===== src/rtl/aexm_refill_pkg.sv =====
// ---------------------------------------------------------------------------
// aexm_refill_pkg
// Shared definitions for the cache refill arbiter slice:
//   - burst FSM state encoding (3-bit) and the enum built on it
//   - owner encoding for the two requesting caches
//   - default line geometry (beats per burst and its log2)
// ---------------------------------------------------------------------------
package aexm_refill_pkg;

    localparam logic [2:0] ST_IDLE   = 3'd0;
    localparam logic [2:0] ST_CMD    = 3'd1;
    localparam logic [2:0] ST_RBURST = 3'd2;
    localparam logic [2:0] ST_WBURST = 3'd3;
    localparam logic [2:0] ST_DONE   = 3'd4;

    typedef enum logic [2:0] {
        IDLE   = ST_IDLE,
        CMD    = ST_CMD,
        RBURST = ST_RBURST,
        WBURST = ST_WBURST,
        DONE   = ST_DONE
    } burstState_t;

    localparam logic OWNER_IC = 1'b0;
    localparam logic OWNER_DC = 1'b1;

    localparam int LINE_WORDS_DEF = 8;
    localparam int LW_DEF         = 3;

endpackage


===== src/rtl/aexm_rr_arb2.sv =====
// ---------------------------------------------------------------------------
// aexm_rr_arb2
// Two-way round-robin pick between the icache and dcache requests.
// Ports:
//   clock, reset : clock and asynchronous active-high reset
//   icReq, dcReq : request lines from the two caches
//   enable       : arbitration is allowed this cycle (burst port free)
//   grant        : a request is being granted this cycle
//   owner        : which requester wins (OWNER_IC / OWNER_DC)
// ---------------------------------------------------------------------------
module aexm_rr_arb2
    import aexm_refill_pkg::*;
(
    input  logic clock,
    input  logic reset,
    input  logic icReq,
    input  logic dcReq,
    input  logic enable,
    output logic grant,
    output logic owner
);

    logic last;

    // Under contention the requester that was not served last wins, so a
    // cache that keeps re-requesting cannot starve the other one.
    always_comb begin
        owner = OWNER_IC;
        if (icReq && dcReq) begin
            owner = ~last;
        end else if (dcReq) begin
            owner = OWNER_DC;
        end
        grant = enable && (icReq || dcReq);
    end

    // Remember who was granted most recently. Reset to icache so the first
    // contention after reset goes to dcache.
    always_ff @(posedge clock or posedge reset) begin
        if (reset) begin
            last <= OWNER_IC;
        end else if (grant) begin
            last <= owner;
        end
    end

endmodule


===== src/rtl/aexm_refill_arbiter.sv =====
// ---------------------------------------------------------------------------
// aexm_refill_arbiter
// Shares one external memory burst port between icache refills and dcache
// refills/writebacks. One requester owns the port at a time; a burst is one
// command followed by LINE_WORDS data beats, then a one-cycle done pulse.
// Ports:
//   sys_clk_i / sys_rst_i       : clock, asynchronous active-high reset
//   ic_*                        : icache request/address, grant, read valid, done
//   dc_*                        : dcache request/dir/address/wdata, grant,
//                                 read valid, write-beat advance, done
//   rdata_o                     : read beat data, broadcast to both caches
//   mem_cmd_* / mem_addr_o / mem_we_o : burst command channel
//   mem_rvalid_i / mem_rdata_i  : read beat channel
//   mem_wvalid_o / mem_wready_i / mem_wdata_o : write beat channel
// ---------------------------------------------------------------------------
module aexm_refill_arbiter
    import aexm_refill_pkg::*;
#(
    parameter int AW         = 32,
    parameter int LINE_WORDS = LINE_WORDS_DEF,
    parameter int LW         = LW_DEF
) (
    input  logic          sys_clk_i,
    input  logic          sys_rst_i,
    input  logic          ic_req_i,
    input  logic [AW-1:0] ic_addr_i,
    output logic          ic_gnt_o,
    output logic          ic_valid_o,
    output logic          ic_done_o,
    input  logic          dc_req_i,
    input  logic          dc_we_i,
    input  logic [AW-1:0] dc_addr_i,
    input  logic [31:0]   dc_wdata_i,
    output logic          dc_gnt_o,
    output logic          dc_valid_o,
    output logic          dc_wnext_o,
    output logic          dc_done_o,
    output logic [31:0]   rdata_o,
    output logic          mem_cmd_valid_o,
    input  logic          mem_cmd_ready_i,
    output logic [AW-1:0] mem_addr_o,
    output logic          mem_we_o,
    input  logic          mem_rvalid_i,
    input  logic [31:0]   mem_rdata_i,
    output logic          mem_wvalid_o,
    input  logic          mem_wready_i,
    output logic [31:0]   mem_wdata_o
);

    // Clears the word-in-line and byte-in-word bits of a miss address.
    localparam logic [AW-1:0] LINE_MASK = {AW{1'b1}} << (LW + 2);

    burstState_t   state, nextState;
    logic          owner;
    logic          we;
    logic [AW-1:0] lineAddr;
    logic [LW-1:0] beatCount;
    logic [31:0]   rdataHold;
    logic          arbGrant;
    logic          arbOwner;
    logic          beat;
    logic          lastBeat;
    logic          readBeat;

    // Arbitration only happens while the port is idle; the DONE cycle always
    // passes through IDLE, which enforces the one-cycle gap between bursts.
    aexm_rr_arb2 uArb (
        .clock  (sys_clk_i),
        .reset  (sys_rst_i),
        .icReq  (ic_req_i),
        .dcReq  (dc_req_i),
        .enable (state == IDLE),
        .grant  (arbGrant),
        .owner  (arbOwner)
    );

    assign readBeat = (state == RBURST) && mem_rvalid_i;
    assign beat     = readBeat || ((state == WBURST) && mem_wready_i);
    assign lastBeat = (beatCount == LW'(LINE_WORDS - 1));

    // Burst FSM state register.
    always_ff @(posedge sys_clk_i or posedge sys_rst_i) begin
        if (sys_rst_i) begin
            state <= IDLE;
        end else begin
            state <= nextState;
        end
    end

    // Burst FSM next-state logic. A dropped request never aborts a burst;
    // once granted the FSM always runs through DONE.
    always_comb begin
        nextState = state;
        case (state)
            IDLE:    if (arbGrant) nextState = CMD;
            CMD:     if (mem_cmd_ready_i) nextState = we ? WBURST : RBURST;
            RBURST,
            WBURST:  if (beat && lastBeat) nextState = DONE;
            DONE:    nextState = IDLE;
            default: nextState = IDLE;
        endcase
    end

    // Per-burst context captured at grant time, the beat counter and the
    // held copy of the last read beat. Direction is only taken from dcache;
    // icache bursts are always reads.
    always_ff @(posedge sys_clk_i or posedge sys_rst_i) begin
        if (sys_rst_i) begin
            owner     <= OWNER_IC;
            we        <= 1'b0;
            lineAddr  <= '0;
            beatCount <= '0;
            rdataHold <= '0;
        end else begin
            if ((state == IDLE) && arbGrant) begin
                owner    <= arbOwner;
                we       <= (arbOwner == OWNER_DC) ? dc_we_i : 1'b0;
                lineAddr <= ((arbOwner == OWNER_DC) ? dc_addr_i : ic_addr_i) & LINE_MASK;
            end
            if ((state == CMD) && mem_cmd_ready_i) begin
                beatCount <= '0;
            end else if (beat) begin
                beatCount <= beatCount + LW'(1);
            end
            if (readBeat) begin
                rdataHold <= mem_rdata_i;
            end
        end
    end

    // Outputs decode directly from flopped state/owner, so grants, done and
    // the command channel are glitch-free and clear with reset. Read data is
    // passed through on a valid beat and otherwise holds the last beat.
    always_comb begin
        ic_gnt_o        = (state != IDLE) && (owner == OWNER_IC);
        dc_gnt_o        = (state != IDLE) && (owner == OWNER_DC);
        ic_done_o       = (state == DONE) && (owner == OWNER_IC);
        dc_done_o       = (state == DONE) && (owner == OWNER_DC);
        ic_valid_o      = readBeat && (owner == OWNER_IC);
        dc_valid_o      = readBeat && (owner == OWNER_DC);
        rdata_o         = readBeat ? mem_rdata_i : rdataHold;
        mem_cmd_valid_o = (state == CMD);
        mem_addr_o      = lineAddr;
        mem_we_o        = we;
        mem_wvalid_o    = (state == WBURST);
        mem_wdata_o     = dc_wdata_i;
        dc_wnext_o      = (state == WBURST) && mem_wready_i;
    end

endmodule

===== config.mk =====
export PLATFORM = sky130hd
export DESIGN_NAME = aexm_refill_arbiter
export DESIGN_NICKNAME = d
export VERILOG_FILES = /design/src/rtl/aexm_refill_pkg.sv /design/src/rtl/aexm_rr_arb2.sv /design/src/rtl/aexm_refill_arbiter.sv
export SDC_FILE = /design/constraint.sdc
export NUM_CORES = 1
export LEC_CHECK = 0
export ABC_AREA = 1
export BUFFER_PORTS_ARGS = -buffer_cell sky130_fd_sc_hd__buf_2
export CORE_MARGIN = 4
export CORE_UTILIZATION = 44
export DETAILED_ROUTE_END_ITERATION = 8
export PLACE_DENSITY = 0.93
export SLEW_MARGIN = 15
export SYNTH_ARGS = -nofsm -noshare
export SYNTH_HDL_FRONTEND = slang
export SYNTH_SLANG_ARGS = --single-unit
export TNS_END_PERCENT = 50

===== constraint.sdc =====
create_clock -name sys_clk_i -period 3.68 [get_ports sys_clk_i]
set_input_delay 1.104 -clock sys_clk_i [delete_from_list [all_inputs] [get_ports sys_clk_i]]
set_output_delay 1.104 -clock sys_clk_i [all_outputs]
set_load 0.1 [all_outputs]

==> summary.md <==
| Metric | Value |
|---|---|
| Routed Antenna Nets | `0` |
| R2R Path Start | `state[0]` |
| Vias/cell | `5.029` |
| CTS resizes | `0` |
| Layout Utilization | `about 64%` |
| Worst Path Arrival | `approximately 2300 ps` |
| Fin cells | `555` |
| Total number of vias | `2791` |
| Largest net degree at the start of global routing | `32` |
| Crit Path Class | `input pin to output port` |
| CP cell instances | `buf_2 -> inv_1 -> nor2_1 -> nand2_4 -> buf_12 -> mux2_2 -> buf_12` |
| Max-slew headroom | `46.09%` |
| I/O Buffers | `162` |
| # Post-CTS Setup Buffers | `0` |
| Setup ws final | `299.0 ps` |
| Post-synth top area share | `50.09%` |
| Fill count | `579` |
| Final nets | `589` |
| H-tree Lvls | `3` |
| Initial Util | `a little under half` |
| Worst path max stage delay | `390 ps` |
| Hold Crit Class | `flop to flop` |
| Placed Cells | `539` |
| Hold_buf cts | `0` |
| Max Transition Viols Final | `0` |
| Num CTS Buffers | `9` |
| Final Hold Vio Count | `0` |
| Total GRT Usage | `20.70%` |
| Post-Syn Area | `0.003347 mm2` |
| Pre-CTS WS | `287.1 ps` |
| CTS sink cnt | `67` |
| IO Count | `242` |
| Leading cell type in the layout, fill and taps excluded | `buf_2` |
| Most frequent cells in the layout | `buf_2, dfrtp_1, o21ai_0` |
| WL final | `9380 um` |
| Syn. warnings | `0` |
| Gpl congestion | `0.8048` |
| Largest cells by area after synthesis | `dfrtp_1, mux2_4, o21ai_0` |
| Synth cell types | `21` |
| Post-synthesis area per instance | `10.36 um2` |
| Clock Latency Late Sink | `330 ps` |
| Status | `finished, final reports clean` |
| Chip width | `95.22 um` |
| Residual DRC | `0` |
| Initial DRC count | `89` |
| CP most frequent cell | `buf_12` |
| HPWL after DPL | `~7200 um` |
| Grt ovf | `0` |
| Max Cap Viol | `0` |
| Root Driver | `clkbuf_8` |
| # setup viols final | `0` |
| Flops & latches, synth | `67` |
| Period Utilization, post-route | `91.88%` |
| Area Overhead vs Synth | `40.37%` |
| Crit-path slowest cell | `mux2_2` |
| Clk_skew | `10.63 ps` |
| RSZ-0062 raised after global routing | `no` |
| TritonCTS clock tree | `done` |
| Core ar. | `0.007331 mm2` |
| Sequential cell area fraction in the yosys report | `about half` |
| CP top delay family | `buffers and inverters` |
| Vias in the first global route | `2907` |
| Mapped Cells | `323` |
| Detailed Routing Iterations Pass 1 | `4` |
| Antenna violations before repair | `0` |
| Global-route wire length before repair | `approximately 14000 um` |
| Inserted Diodes | `0` |
| HP Start | `mem_addr_o[26]` |
| CP required | `approximately 2600 ps` |
| Ratio of cells with drive above 1 in the final layout | `48.68%` |
| Synth area leader | `dfrtp_1` |
| CP Capture Type | `output port` |
| Final Critical Period | `3381 ps` |
| Crit Path Max Fanout | `15` |
| CP Launch Type | `input pin` |
| Max Fclk | `295.8 MHz` |
| CTS max path bufs | `2` |
| WL/cell | `about 17 um` |
| Crit path from | `mem_rvalid_i` |
| FP Rows | `31` |
| Worst-Margin Slew | `807.8 ps` |
| Die height | `95.22 um` |
| Die area | `0.009066 mm2` |
| Clock-pin slew on the worst setup and hold paths | `approximately 60 ps` |
| WP buf/inv | `4` |
-- cells in the mapped netlist, drive strengths merged --
cell type  count
nor3           2
clkbuf         7
nor2          38
conb           1
mux2          32
nand2         24
dfrtp         67
nand3          5
buf           47
inv           13
ha             2
nand4          1
o21ai         84
-- tightest hold or removal path, cell delays in order (launching register included) --
cell and delay [ps]:
dfrtp_1 340, o21ai_0 70, o21ai_0 60
-- kinds of logic after synthesis --
kind of cell               after synthesis  share of synthesized area [%]
buffers and inverters                   67                          13.42
adders and majority gates                2                         0.7475
muxes                                   32                          13.91
other                                    1                         0.1120
and+or+nand+nor                         70                          9.159
AOI/OAI and AO/OA                       84                          12.56
DFF                                     67                          50.09
-- state kept, by name (all words and copies together) (netlist names) --
register,flops
state,3
rdataHold,32
mem_addr_o,27
beatCount,3
owner,1
mem_we_o,1
-- metal layers --
metal	wire [um]	up-vias	share of wire, %	global-route usage, %
li1	-	1290	-	-
met1	3262	1326	35	21.68
met2	5110	139	54	37.73
met3	661	36	7.0	4.972
met4	345	0	3.7	11.42
met5	0	-	0	0
-- per-stage QoR --
step	area (um2)	hold slack, ps	TNS, ps
floorplan	3362	453.2	-544.9
finish	4698	512.5	0
global route	4698	529.3	0
global placement	4472	468.2	0
detailed placement	4472	495.9	0
CTS	4698	514.0	0
-- layout make-up --
type	instances	area, um2	area share, %
multi-input cells	193	1239	26.36
well taps	99	123.9	2.636
clock buffers	10	137.6	2.929
inverters	13	48.80	1.039
flip-flops and latches	67	1677	35.69
clock inverters	6	88.84	1.891
repair buffers	167	1384	29.45
-- path summary, 6_finish.rpt --
check                                 end  slack, ps  depth (start not counted)
max in group asynchronous    rdataHold[8]       2110                          3
hold / removal             mem_addr_o[26]        510                          2
min in group asynchronous   rdataHold[29]        830                          2
setup / recovery              rdata_o[31]        300                          7
setup reg to reg           mem_addr_o[31]       1670                          5
hold reg to reg            mem_addr_o[26]        510                          2
Power is not shown: default switching activity piles up to over one toggle a cycle in this logic, so the estimate is an artifact.
